===== config.mk =====
export PLATFORM = sky130hd
export DESIGN_NAME = mlp_eval_ctrl_flat
export DESIGN_NICKNAME = d
export VERILOG_FILES = /design/src/rtl/mlp_eval_ctrl_if.sv /design/src/rtl/mlp_eval_ctrl.sv /design/src/flat_wrapper.sv
export SDC_FILE = /design/constraint.sdc
export NUM_CORES = 1
export LEC_CHECK = 0
export CAP_MARGIN = 20
export CORE_MARGIN = 2
export CORE_UTILIZATION = 35
export DETAILED_ROUTE_END_ITERATION = 7
export PLACE_DENSITY_LB_ADDON = 0.1
export SETUP_SLACK_MARGIN = 0.05
export SLEW_MARGIN = 20
export SYNTH_ARGS = -nofsm -noshare
export SYNTH_HDL_FRONTEND = slang
export SYNTH_SLANG_ARGS = --single-unit

===== constraint.sdc =====
create_clock -name clk -period 5.35 [get_ports clk]
set_clock_uncertainty 0.05 [all_clocks]
set_input_delay 0.8025 -clock clk [delete_from_list [all_inputs] [get_ports clk]]
set_output_delay 0.8025 -clock clk [all_outputs]
set_load 0.05 [all_outputs]

===== src/rtl/mlp_eval_ctrl_if.sv =====
// ============================================================================
// Module   : mlp_eval_ctrl_if
// Brief    : Handshake bundle between the evaluation controller and the MLP
//            datapath / test-case memories.
// Revision : 1.0
// ============================================================================
`default_nettype none

interface mlp_eval_ctrl_if #(
   parameter int CLASS_W = 4,
   parameter int CASE_W  = 10
);
   logic [CASE_W-1:0]  addr;
   logic               infer_start;
   logic               infer_done;
   logic [CLASS_W-1:0] pred_label;
   logic [CLASS_W-1:0] ref_label;

   modport master (
      output addr,
      output infer_start,
      input  infer_done,
      input  pred_label,
      input  ref_label
   );

   modport slave (
      input  addr,
      input  infer_start,
      output infer_done,
      output pred_label,
      output ref_label
   );
endinterface

`default_nettype wire


===== src/rtl/mlp_eval_ctrl.sv =====
// ============================================================================
// Module   : mlp_eval_ctrl
// Brief    : Batch evaluation run controller and accuracy scoreboard.
//            MLP_EVAL_CLASS_STATS_EN enables the per-class hit counters.
// Revision : 1.0
// ============================================================================
`default_nettype none

module mlp_eval_ctrl #(
   parameter int CLASS_W     = 4,
   parameter int NUM_CLASSES = 10,
   parameter int CASE_W      = 10,
   parameter int TMO_W       = 8,
   parameter int TIMEOUT     = 200
) (
   input  wire                           clk,
   input  wire                           rst,
   input  wire                           start,
   input  wire  [CASE_W-1:0]             num_cases,
   mlp_eval_ctrl_if.master               dp,
   output logic                          busy,
   output logic                          run_done,
   output logic [CASE_W-1:0]             correct,
   output logic [CASE_W-1:0]             total,
   output logic [CASE_W-1:0]             timeouts,
   output logic [NUM_CLASSES*CASE_W-1:0] class_hits
);

   localparam logic [TMO_W-1:0]   c_tmo_last    = TMO_W'(TIMEOUT - 1);
   localparam logic [CLASS_W:0]   c_num_classes = (CLASS_W + 1)'(NUM_CLASSES);
   localparam logic [CASE_W-1:0]  c_case_one    = CASE_W'(1);

   typedef enum logic [2:0] {
      S_IDLE  = 3'd0,
      S_ISSUE = 3'd1,
      S_WAIT  = 3'd2,
      S_CHECK = 3'd3,
      S_DONE  = 3'd4
   } state_t;

   state_t              r_state;
   state_t              w_state_nxt;
   logic [CASE_W-1:0]   r_nc;
   logic [CASE_W-1:0]   r_addr;
   logic [TMO_W-1:0]    r_timer;
   logic [CLASS_W-1:0]  r_pred;
   logic                r_tmo;
   logic [CASE_W-1:0]   r_correct;
   logic [CASE_W-1:0]   r_total;
   logic [CASE_W-1:0]   r_timeouts;
   logic                w_eq;
   logic                w_last;

   // Out-of-range reference labels never count as correct.
   assign w_eq   = !r_tmo && (r_pred == dp.ref_label) &&
                   ({1'b0, dp.ref_label} < c_num_classes);
   assign w_last = (r_addr == (r_nc - c_case_one));

   always_comb begin
      w_state_nxt = r_state;
      busy        = 1'b1;
      run_done    = 1'b0;
      unique case (r_state)
         S_IDLE: begin
            busy = 1'b0;
            if (start) w_state_nxt = (num_cases == '0) ? S_DONE : S_ISSUE;
         end
         S_ISSUE: w_state_nxt = S_WAIT;
         S_WAIT: begin
            if (dp.infer_done || (r_timer == c_tmo_last)) w_state_nxt = S_CHECK;
         end
         S_CHECK: w_state_nxt = w_last ? S_DONE : S_ISSUE;
         S_DONE: begin
            run_done    = 1'b1;
            w_state_nxt = S_IDLE;
         end
         default: w_state_nxt = S_IDLE;
      endcase
   end

   always_ff @(posedge clk or negedge rst) begin
      if (!rst) begin
         r_state    <= S_IDLE;
         r_nc       <= '0;
         r_addr     <= '0;
         r_timer    <= '0;
         r_pred     <= '0;
         r_tmo      <= 1'b0;
         r_correct  <= '0;
         r_total    <= '0;
         r_timeouts <= '0;
      end else begin
         r_state <= w_state_nxt;
         unique case (r_state)
            S_IDLE: begin
               if (start) begin
                  r_nc       <= num_cases;
                  r_addr     <= '0;
                  r_correct  <= '0;
                  r_total    <= '0;
                  r_timeouts <= '0;
               end
            end
            S_ISSUE: r_timer <= '0;
            S_WAIT: begin
               // A result arriving on the final timer cycle still counts.
               if (dp.infer_done) begin
                  r_pred <= dp.pred_label;
                  r_tmo  <= 1'b0;
               end else if (r_timer == c_tmo_last) begin
                  r_tmo  <= 1'b1;
               end else begin
                  r_timer <= r_timer + 1'b1;
               end
            end
            S_CHECK: begin
               r_total    <= r_total + c_case_one;
               r_correct  <= r_correct + CASE_W'(w_eq);
               r_timeouts <= r_timeouts + CASE_W'(r_tmo);
               if (!w_last) r_addr <= r_addr + c_case_one;
            end
            default: ;
         endcase
      end
   end

   assign dp.addr        = r_addr;
   assign dp.infer_start = (r_state == S_ISSUE);
   assign correct        = r_correct;
   assign total          = r_total;
   assign timeouts       = r_timeouts;

`ifdef MLP_EVAL_CLASS_STATS_EN
   logic w_clear;
   logic w_hit_en;

   assign w_clear  = (r_state == S_IDLE) && start;
   assign w_hit_en = (r_state == S_CHECK) && w_eq;

   generate
      for (genvar k = 0; k < NUM_CLASSES; k++) begin : g_class
         logic [CASE_W-1:0] r_hits;

         always_ff @(posedge clk or negedge rst) begin
            if (!rst) begin
               r_hits <= '0;
            end else if (w_clear) begin
               r_hits <= '0;
            end else if (w_hit_en && (dp.ref_label == CLASS_W'(k))) begin
               r_hits <= r_hits + c_case_one;
            end
         end

         assign class_hits[k*CASE_W +: CASE_W] = r_hits;
      end
   endgenerate
`else
   assign class_hits = '0;
`endif

endmodule

`default_nettype wire


===== src/flat_wrapper.sv =====
// flat-port wrapper written by rule: the top's interface ports become plain ports
module mlp_eval_ctrl_flat 
#(
   parameter int CLASS_W     = 4,
   parameter int NUM_CLASSES = 10,
   parameter int CASE_W      = 10,
   parameter int TMO_W       = 8,
   parameter int TIMEOUT     = 200
)
  (clk, rst, start, num_cases, busy, run_done, correct, total, timeouts, class_hits, dp_addr, dp_infer_start, dp_infer_done, dp_pred_label, dp_ref_label);
  mlp_eval_ctrl_if #(.CLASS_W(CLASS_W), .CASE_W(CASE_W)) dp_i ();
  input  wire clk;
  input  wire rst;
  input  wire start;
  input  wire  [CASE_W-1:0] num_cases;
  output logic busy;
  output logic run_done;
  output logic [CASE_W-1:0] correct;
  output logic [CASE_W-1:0] total;
  output logic [CASE_W-1:0] timeouts;
  output logic [NUM_CLASSES*CASE_W-1:0] class_hits;
  output wire logic [$bits(dp_i.addr)-1:0] dp_addr;
  output wire logic [$bits(dp_i.infer_start)-1:0] dp_infer_start;
  input wire logic [$bits(dp_i.infer_done)-1:0] dp_infer_done;
  input wire logic [$bits(dp_i.pred_label)-1:0] dp_pred_label;
  input wire logic [$bits(dp_i.ref_label)-1:0] dp_ref_label;
  assign dp_addr = dp_i.addr;
  assign dp_infer_start = dp_i.infer_start;
  assign dp_i.infer_done = dp_infer_done;
  assign dp_i.pred_label = dp_pred_label;
  assign dp_i.ref_label = dp_ref_label;
  mlp_eval_ctrl #(.CLASS_W(CLASS_W), .NUM_CLASSES(NUM_CLASSES), .CASE_W(CASE_W), .TMO_W(TMO_W), .TIMEOUT(TIMEOUT)) u_core (.clk(clk), .rst(rst), .start(start), .num_cases(num_cases), .dp(dp_i), .busy(busy), .run_done(run_done), .correct(correct), .total(total), .timeouts(timeouts), .class_hits(class_hits));
endmodule

==> flow_metrics.env <==
export IMPL_status="finished clean"
export IMPL_ir_worst_vdd_mv=0.228
export IMPL_route_detailed_drc=0
export IMPL_hp_start="u_core.total[9]"
export IMPL_ys_warn_count=0
export IMPL_reg2reg_to="u_core.dp.addr[9]"
export IMPL_placementRows=40
export IMPL_critPathRequiredTime_ns=4.50
export IMPL_ys_ff_latch=66
export IMPL_fillCellCount=1222
export IMPL_setup_viol_count_final=0
export IMPL_worstSetupStartpointType="flip-flop"
export IMPL_holdPathEnd="u_core.total[9]"
export IMPL_cts_tree="yes"
export IMPL_cts_made_buffers=9
export IMPL_gp_congestion=0.754
export IMPL_worstMarginPinSlew_ns=0.870
export IMPL_crit_fanout=9
export IMPL_layout_drive_gt1_share_pct=6.06
export IMPL_p_int_mw=1.37
export IMPL_fp_dieH_um=115
export IMPL_fin_area_mm2=0.00504
export IMPL_clockBufferDepth=2
export IMPL_crit_path_end_kind="output pin"
export IMPL_slew_headroom_pct=42.0
export IMPL_cts_resized=0
export IMPL_rsz0062_at_grt="no"
export IMPL_die_w_um=115
export IMPL_cts_sinks=66
export IMPL_seq_area_frac_synth_pct=38.3
export IMPL_layout_commonest_cell="conb_1"
export IMPL_drt_pass1_iter_count=4
export IMPL_syn_to_final_growth_pct=16.9
export IMPL_root_buffer="clkbuf_16"
export IMPL_total_power_mw=2.46
export IMPL_leakage_nw=2.38
export IMPL_async_reset_ff_share_pct=100
export IMPL_whs_path_depth=1
export IMPL_postCtsSetupBuffers=0
export IMPL_synth_enable_flop_cells=0
export IMPL_nNetsFinal=586
export IMPL_swShare_pct=44.1
export IMPL_overflow=0
export IMPL_initial_core_util_pct=35.9
export IMPL_finalSetupTns_ns=0
export IMPL_timing_hold_ws_ns=0.435
export IMPL_ant_nets=0
export IMPL_core_area_mm2=0.0120
export IMPL_path_class="flip-flop to output pin"
export IMPL_grt_usage_pct=14.9
export IMPL_grt_first_pass_wirelength_um=15400
export IMPL_wl_per_cell_um=13.5
export IMPL_arrival_ns=2.07
export IMPL_min_period_ns=2.92
export IMPL_pre_cts_ws_ns=2.19
export IMPL_htree_levels=3
export IMPL_hold_buffers=0
export IMPL_num_vias=3285
export IMPL_setup_ws_ns=2.43
export IMPL_pin_count=165
export IMPL_clkTransAtPathRegs_ns=0.06
export IMPL_dpl_instance_area_mm2=0.00471
export IMPL_grt_pass1_vias=3070
export IMPL_hold_violations=0
export IMPL_r2r_slack_ns=2.75
export IMPL_clock_latency_ns=0.33
export IMPL_netlist_area_mm2=0.00431
export IMPL_synthFlopType="dfrtp_1"
export IMPL_layout_common_cells="100 x conb_1, 69 x nand2_1, 66 x dfrtp_1"
export IMPL_die_area_mm2=0.0132
export IMPL_diodes=0
export IMPL_avgSynthCellArea_um2=8.70
export IMPL_io_buffer_count=64
export IMPL_drv_cap=0
export IMPL_slew_viol_final=0
export IMPL_p_switching_mw=1.08
export IMPL_ff2ff_path_depth=9
export IMPL_synth_distinct_cells=50
export IMPL_seqPwrFrac_pct=31.0
export IMPL_viasPerCell=4.64
export IMPL_period_share_pct=54.6
export IMPL_cellPowerDensity_mw_per_mm2=488
export IMPL_synth_cells=495
export IMPL_drtIter0Drc=150
export IMPL_drt_total_wl_um=9560
export IMPL_clkPwrFrac_pct=26.6
export IMPL_combPwrFrac_pct=42.4
export IMPL_maxClockFrequency_ghz=0.343
export IMPL_dp_hpwl_um=6670
export IMPL_grt_max_degree=67
export IMPL_hold_class="flip-flop to flip-flop"
export IMPL_reg2reg_from="u_core.r_nc[0]"
export IMPL_antenna_found_initial=0
[worst max-delay path: stages, from the launching register on]
cell	delay, ns
dfrtp_1	0.47
inv_1	0.12
nor3_1	0.14
buf_4	0.19
clkdlybuf4s50_1	0.81
[layout make-up]
| type | instances | area [um^2] | area share [%] |
|---|---|---|---|
| flip-flops and latches | 66 | 1650 | 32.8 |
| well taps | 147 | 184 | 3.65 |
| inverters | 10 | 37.5 | 0.745 |
| clock inverters | 4 | 73.8 | 1.47 |
| clock buffers | 12 | 256 | 5.09 |
| repair buffers | 69 | 673 | 13.4 |
| multi-input cells | 400 | 2160 | 42.9 |
[layer usage]
metal  wire (um)  up-vias  part of all wire, %  global-route usage (%)
met5           0        -                    0                       0
met4         133        0                  1.4                    5.54
met3         669        9                  7.0                    5.22
met2        4350      102                   46                    22.7
met1        4400     1570                   46                    19.5
li1            -     1604                    -                       -
[sequential cells by signal, indices dropped and copies added (netlist names)]
name / cells
u_core.dp.addr: 10
u_core.r_timer: 8
u_core.r_nc: 10
u_core.timeouts: 10
u_core.r_pred: 4
u_core.r_tmo: 1
u_core.r_state: 3
u_core.total: 10
u_core.correct: 10
[synthesized netlist by cell type, types with 2 or more instances]
master	count	share of area, %
a211oi_1	2	0.35
a21oi_1	7	0.81
a31o_1	3	0.61
a31oi_1	5	0.73
and2_1	3	0.44
and3_1	10	1.5
and4_1	3	0.61
buf_2	3	0.35
buf_4	100	17
buf_6	2	0.52
clkbuf_1	12	1.0
dfrtp_1	66	38
ha_1	8	2.3
inv_1	10	0.87
mux2_2	5	1.3
mux2i_1	9	2.1
nand2_1	70	6.1
nand3_1	28	3.3
nand3b_1	3	0.52
nand4_1	13	1.9
nor2_1	37	3.2
nor3_1	6	0.70
nor3b_1	3	0.52
nor4_1	3	0.44
o21ai_0	39	4.5
o21ai_1	2	0.23
or4_1	2	0.35
xnor2_1	5	1.0
xor2_1	15	3.0
[how the worst max path moves through the flow]
stage	end	slack, ns	from	cells past startpoint
2_1_floorplan	dp_infer_start	2.55	u_core.r_state[2]	2
3_3_place_gp	u_core.correct[4]	2.22	dp_ref_label[3]	10
3_5_place_dp	u_core.correct[4]	2.19	dp_ref_label[3]	10
4_1_cts	dp_infer_start	2.40	u_core.r_state[0]	4
5_1_grt	busy	2.29	u_core.r_state[2]	3
6_report	dp_infer_start	2.43	u_core.r_state[0]	4
[power groups by stage]
stage          combinational [mW]  clock (mW)  sequential, mW
3_5_place_dp                 1.05           0           0.769
6_report                     1.04       0.653           0.761
5_1_grt                      1.14       0.695           0.783
4_1_cts                      1.05       0.677           0.762
2_1_floorplan               0.779           0           0.827
3_3_place_gp                 1.04           0           0.765
[logic make-up (layout without fill, tap and decap cells)]
logic type	count (synthesis)	in the layout	share of synthesized area (%)
xor+xnor	21	21	4.44
compound gates	69	69	9.47
mux	14	14	3.40
simple gates	188	188	21.6
buf+inv	128	95	20.3
fa+ha+maj	8	8	2.32
flops	66	66	38.3
other cells	1	100	0.0870
[through the flow]
step	instances	util [%]
2_1_floorplan	594	-
3_3_place_gp	692	39.2
3_5_place_dp	692	39.2
4_1_cts	708	41.9
5_1_grt	708	41.9
6_report	708	41.9
(Power assumes the default switching activity.)
